$ cat src/rtl/seq_div16x8.sv
// Sequential restoring divider: DVD_W-bit dividend / DVS_W-bit divisor, one quotient bit per clock.
// Uses the start/done_flag handshake and 3-bit state_out of the companion sequential multiplier.
module seq_div16x8 #(
  parameter int DVD_W = 16,
  parameter int DVS_W = 8,
  parameter int CNT_W = 4
) (
  input  logic             clk,
  input  logic             aclr_n,
  input  logic             start,
  input  logic [DVD_W-1:0] dividend,
  input  logic [DVS_W-1:0] divisor,
  output logic [DVD_W-1:0] quotient,
  output logic [DVS_W-1:0] remainder,
  output logic             done_flag,
  output logic             div_zero,
  output logic [2:0]       state_out
);

  typedef enum logic [2:0] {
    IDLE = 3'd0,
    CALC = 3'd1,
    DONE = 3'd2,
    ERR  = 3'd3
  } state_t;

  state_t           state;
  logic [DVD_W-1:0] shift;
  logic [DVS_W-1:0] dvs;
  logic [DVS_W:0]   p;
  logic [CNT_W-1:0] cnt;

  logic [DVS_W:0]   trial;
  logic [DVS_W:0]   diff;
  logic             q_bit;
  logic [DVS_W:0]   p_next;
  logic [DVD_W-1:0] shift_next;
  logic             last_iter;

  // P stays below the divisor, so the trial value always fits in DVS_W+1 bits.
  always_comb begin
    trial      = {p[DVS_W-1:0], shift[DVD_W-1]};
    diff       = trial - {1'b0, dvs};
    q_bit      = (trial >= {1'b0, dvs});
    p_next     = q_bit ? diff : trial;
    shift_next = {shift[DVD_W-2:0], q_bit};
    last_iter  = (cnt == CNT_W'(DVD_W - 1));
  end

  always_ff @(posedge clk or negedge aclr_n) begin
    if (!aclr_n) begin
      state     <= IDLE;
      shift     <= '0;
      dvs       <= '0;
      p         <= '0;
      cnt       <= '0;
      quotient  <= '0;
      remainder <= '0;
    end else begin
      case (state)
        IDLE, DONE, ERR: begin
          if (start) begin
            if (divisor == '0) begin
              state <= ERR;
            end else begin
              shift <= dividend;
              dvs   <= divisor;
              p     <= '0;
              cnt   <= '0;
              state <= CALC;
            end
          end
        end
        CALC: begin
          shift <= shift_next;
          p     <= p_next;
          cnt   <= cnt + CNT_W'(1);
          // Results are published only when the final quotient bit lands.
          if (last_iter) begin
            quotient  <= shift_next;
            remainder <= p_next[DVS_W-1:0];
            state     <= DONE;
          end
        end
        default: state <= IDLE;
      endcase
    end
  end

  assign done_flag = (state == DONE);
  assign div_zero  = (state == ERR);
  assign state_out = state;

endmodule

$ cat config.mk
export PLATFORM = sky130hd
export DESIGN_NAME = seq_div16x8
export DESIGN_NICKNAME = d
export VERILOG_FILES = /design/src/rtl/seq_div16x8.sv
export SDC_FILE = /design/constraint.sdc
export NUM_CORES = 1
export LEC_CHECK = 0
export ABC_AREA = 1
export ABC_CLOCK_PERIOD_IN_PS = 2770
export CELL_PAD_IN_SITES_DETAIL_PLACEMENT = 0
export CELL_PAD_IN_SITES_GLOBAL_PLACEMENT = 2
export CORE_MARGIN = 1
export CORE_UTILIZATION = 33
export DETAILED_ROUTE_END_ITERATION = 7
export GPL_ROUTABILITY_DRIVEN = 1
export PLACE_DENSITY_LB_ADDON = 0.25
export SYNTH_ARGS = -nofsm -noshare
export SYNTH_HDL_FRONTEND = slang
export SYNTH_SLANG_ARGS = --single-unit
$ cat constraint.sdc
create_clock -name clk -period 2.77 [get_ports clk]
set_input_delay 0.554 -clock clk [delete_from_list [all_inputs] [get_ports clk]]
set_output_delay 0.554 -clock clk [all_outputs]
set_load 0.02 [all_outputs]
==> summary.txt <==
Run status
  • Status: complete, no violations

Flow run
  • Max Cap Viol: 0

Clock network
  • Hold buffers post-CTS: 0
  • CTS Buf Count: 9
  • Maximum clock path buffer count: 2
  • CTS sink cnt: 62
  • Clk_lat worst skew: 0.34 ns
  • H-tree Lvls: 3
  • TritonCTS clock tree: done
  • Cell chosen for the clock root: clkbuf_8
  • PostCTS Resize Cnt: 0
  • Postcts setup bufs: 0
  • Clock slew at reported path FFs: 0.07 ns

Timing
  • Final Max Tran Viols: 0
  • Slew @ Worst Pin: 0.7545 ns
  • Fin. Hold Viols: 0
  • Worst Clk Skew: 0.005638 ns
  • Period utilization: 74.69%
  • Fmax: 483.3 MHz
  • Final setup vio count: 0
  • RSZ-0062 raised after global routing: no
  • Post-route minimum period: 2.069 ns
  • Max_slew headroom: 49.65%
  • Setup TNS: 0 ns

Global routing
  • GR Util All Layers: 16.80%
  • Initial antenna violation count: 0
  • First-pass GRT wire length: 12,720 um
  • Largest net degree at the start of global routing: 63
  • Vias in the first global route: 2,553
  • Gr ovfl total: 0

Worst setup path
  • Worst EP required: 2.22 ns
  • Crit Path Class: flop to output port
  • Setup crit start kind: flop
  • R2R Path Start: state_out[0]
  • Worst r2r path cells: 8
  • CP endpoint kind: output port
  • RR Endpoint: shift[14]
  • Worst endpoint data arrival time: 1.52 ns
  • FF-to-FF setup slack: 0.74 ns
  • Crit path max fanout: 5

Finish
  • Post-layout net count: 479
  • Area growth syn-to-layout: 27.60%
  • ANT cells: 0
  • Area of the multi-input gates: 1343 sq um
  • Sequential Area: 1551 sq um
  • Fin cells: 558
  • Share of layout cells above drive strength 1: 8.949%
  • Fill count: 946

Route
  • Via density: 4.656
  • Total wire length: 7633 um
  • Vias: 2,598
  • DR DRC count: 0
  • Initial DRC count: 70
  • Post-route ant nets: 0
  • Drt wl/cell: 13.68 um
  • DR pass1 iterations: 4

Logic synthesis
  • Net Count, Synth: 422
  • Post-synth EDFFs: 0
  • Synth top cells by count: 140 x nand2_1, 62 x dfrtp_1, 34 x inv_1
  • Largest cells by area after synthesis: dfrtp_1 50%, nand2_1 17%, inv_1 4.1%
  • Cells after Synth: 385
  • Yosys warnings: 0
  • Area fraction of the dominant cell type after synthesis: 49.74%
  • Netlist cell types: 29
  • Number of synthesized register bits: 62
  • Post-synthesis async set-or-reset flop share: 100.0%
  • Register area share after synthesis: 49.74%
  • Largest area contributor in the netlist: dfrtp_1
  • Top-count cell post-synth: nand2_1
  • Main flop type after synthesis: dfrtp_1
  • Synthesized area: 3119 sq um
  • Mean Syn Cell Area: 8.102 sq um

Floorplan
  • Die Ht: 99.22 um
  • DIE AREA: 9845 sq um
  • Die Width: 99.22 um
  • Core Box Area: 9196 sq um
  • Initial Util: 33.92%
  • Total I/O pin count: 56
  • Rows: 35

Power and ir drop
  • PD cells: 1372 nW/um^2
  • Worst vdd ir: 445.8 uV
  • Leakage: 0.001963 uW

Placement
  • Post-Place Cells: 542
  • Hpwl dp: 5313 um
  • Final RePlAce weighted congestion: 0.7629
  • # port buffers: 54

Hold path
  • Worst Hold Class: primary input to async pin
==> power breakdown <==
part	leakage [uW]	switching [uW]	internal, uW
Clock	0.000110	359	529
Sequential	0.000753	280	1350
Combinational	0.00110	1740	1210
==> area by class of cell <==
type,count,share of cell area [%]
sequential,62,38.98
timing repair buffer,61,15.09
clock buffer,12,3.647
inverter,35,3.301
clock inverter,4,1.760
tap,111,3.489
multi-input combinational,273,33.73
==> stage by stage <==
| stage | instance area [sq um] | setup WS (ns) | hold WS, ns | utilization [%] | total power (uW) |
|---|---|---|---|---|---|
| 2_1_floorplan | 3119 | 1.151 | 0.2584 | - | 3741 |
| 3_3_place_gp | 3765 | 0.6740 | 0.4644 | 40.94 | 4605 |
| 3_5_place_dp | 3765 | 0.6229 | 0.4641 | 40.94 | 4625 |
| 4_1_cts | 3980 | 0.6684 | 0.2275 | 43.28 | 5542 |
| 5_1_grt | 3980 | 0.5630 | 0.2345 | 43.28 | 5984 |
| 6_report | 3980 | 0.7010 | 0.2068 | 43.28 | 5461 |
==> worst max-delay path, cell delays in order (launching register included) <==
cell and delay (ns):
dfrtp_1 0.43, inv_1 0.06, nor2_1 0.08, clkdlybuf4s50_1 0.61
==> flip-flops by register name, indices dropped and copies added, names as in the netlist <==
signal	flops
dvs	8
shift	16
p	8
state_out	2
cnt	4
remainder	8
quotient	16
==> cell families after synthesis <==
family	after synthesis	share of synthesized area (%)
compound gates	35	6.779
xor+xnor	4	1.123
fa+ha+maj	10	4.252
buf+inv	50	7.220
flops	62	49.74
other cells	1	0.1202
simple gates	223	30.77
==> per-layer routing <==
| metal | share of wire, % | track usage, % | up-vias |
|---|---|---|---|
| met2 | 48 | 28.21 | 46 |
| li1 | - | - | 1334 |
| met5 | 0 | 0 | - |
| met4 | 1.1 | 4.412 | 0 |
| met3 | 3.6 | 4.568 | 9 |
| met1 | 48 | 21.41 | 1209 |
==> how the worst max path moves through the flow <==
stage,start,endpoint,slack [ns],depth (start not counted)
after global placement,divisor[5],shift[8],0.67,8
after CTS,state_out[1],done_flag,0.67,3
after floorplan,shift[15],remainder[4],1.15,12
after detailed placement,divisor[5],shift[8],0.62,8
final,state_out[1],done_flag,0.70,3
after global routing,state_out[0],shift[12],0.56,8
==> placed cells by master, fill, tap and decap left out, types with 2 or more instances in the layout <==
master,count
clkbuf_1,2
nand4_1,3
clkinv_2,2
nand3_1,17
nand3b_1,4
a21oi_1,4
nand2_1,140
nor3_1,13
xor2_1,2
o21ai_0,13
o211ai_1,3
bufinv_16,2
xnor2_1,2
nand2_2,10
buf_4,6
nor2_2,2
clkbuf_8,10
o22ai_1,14
inv_1,34
dfrtp_1,62
clkdlybuf4s50_1,53
nor2_1,30
ha_1,9
No activity file was read; power rests on OpenSTA's default activity.
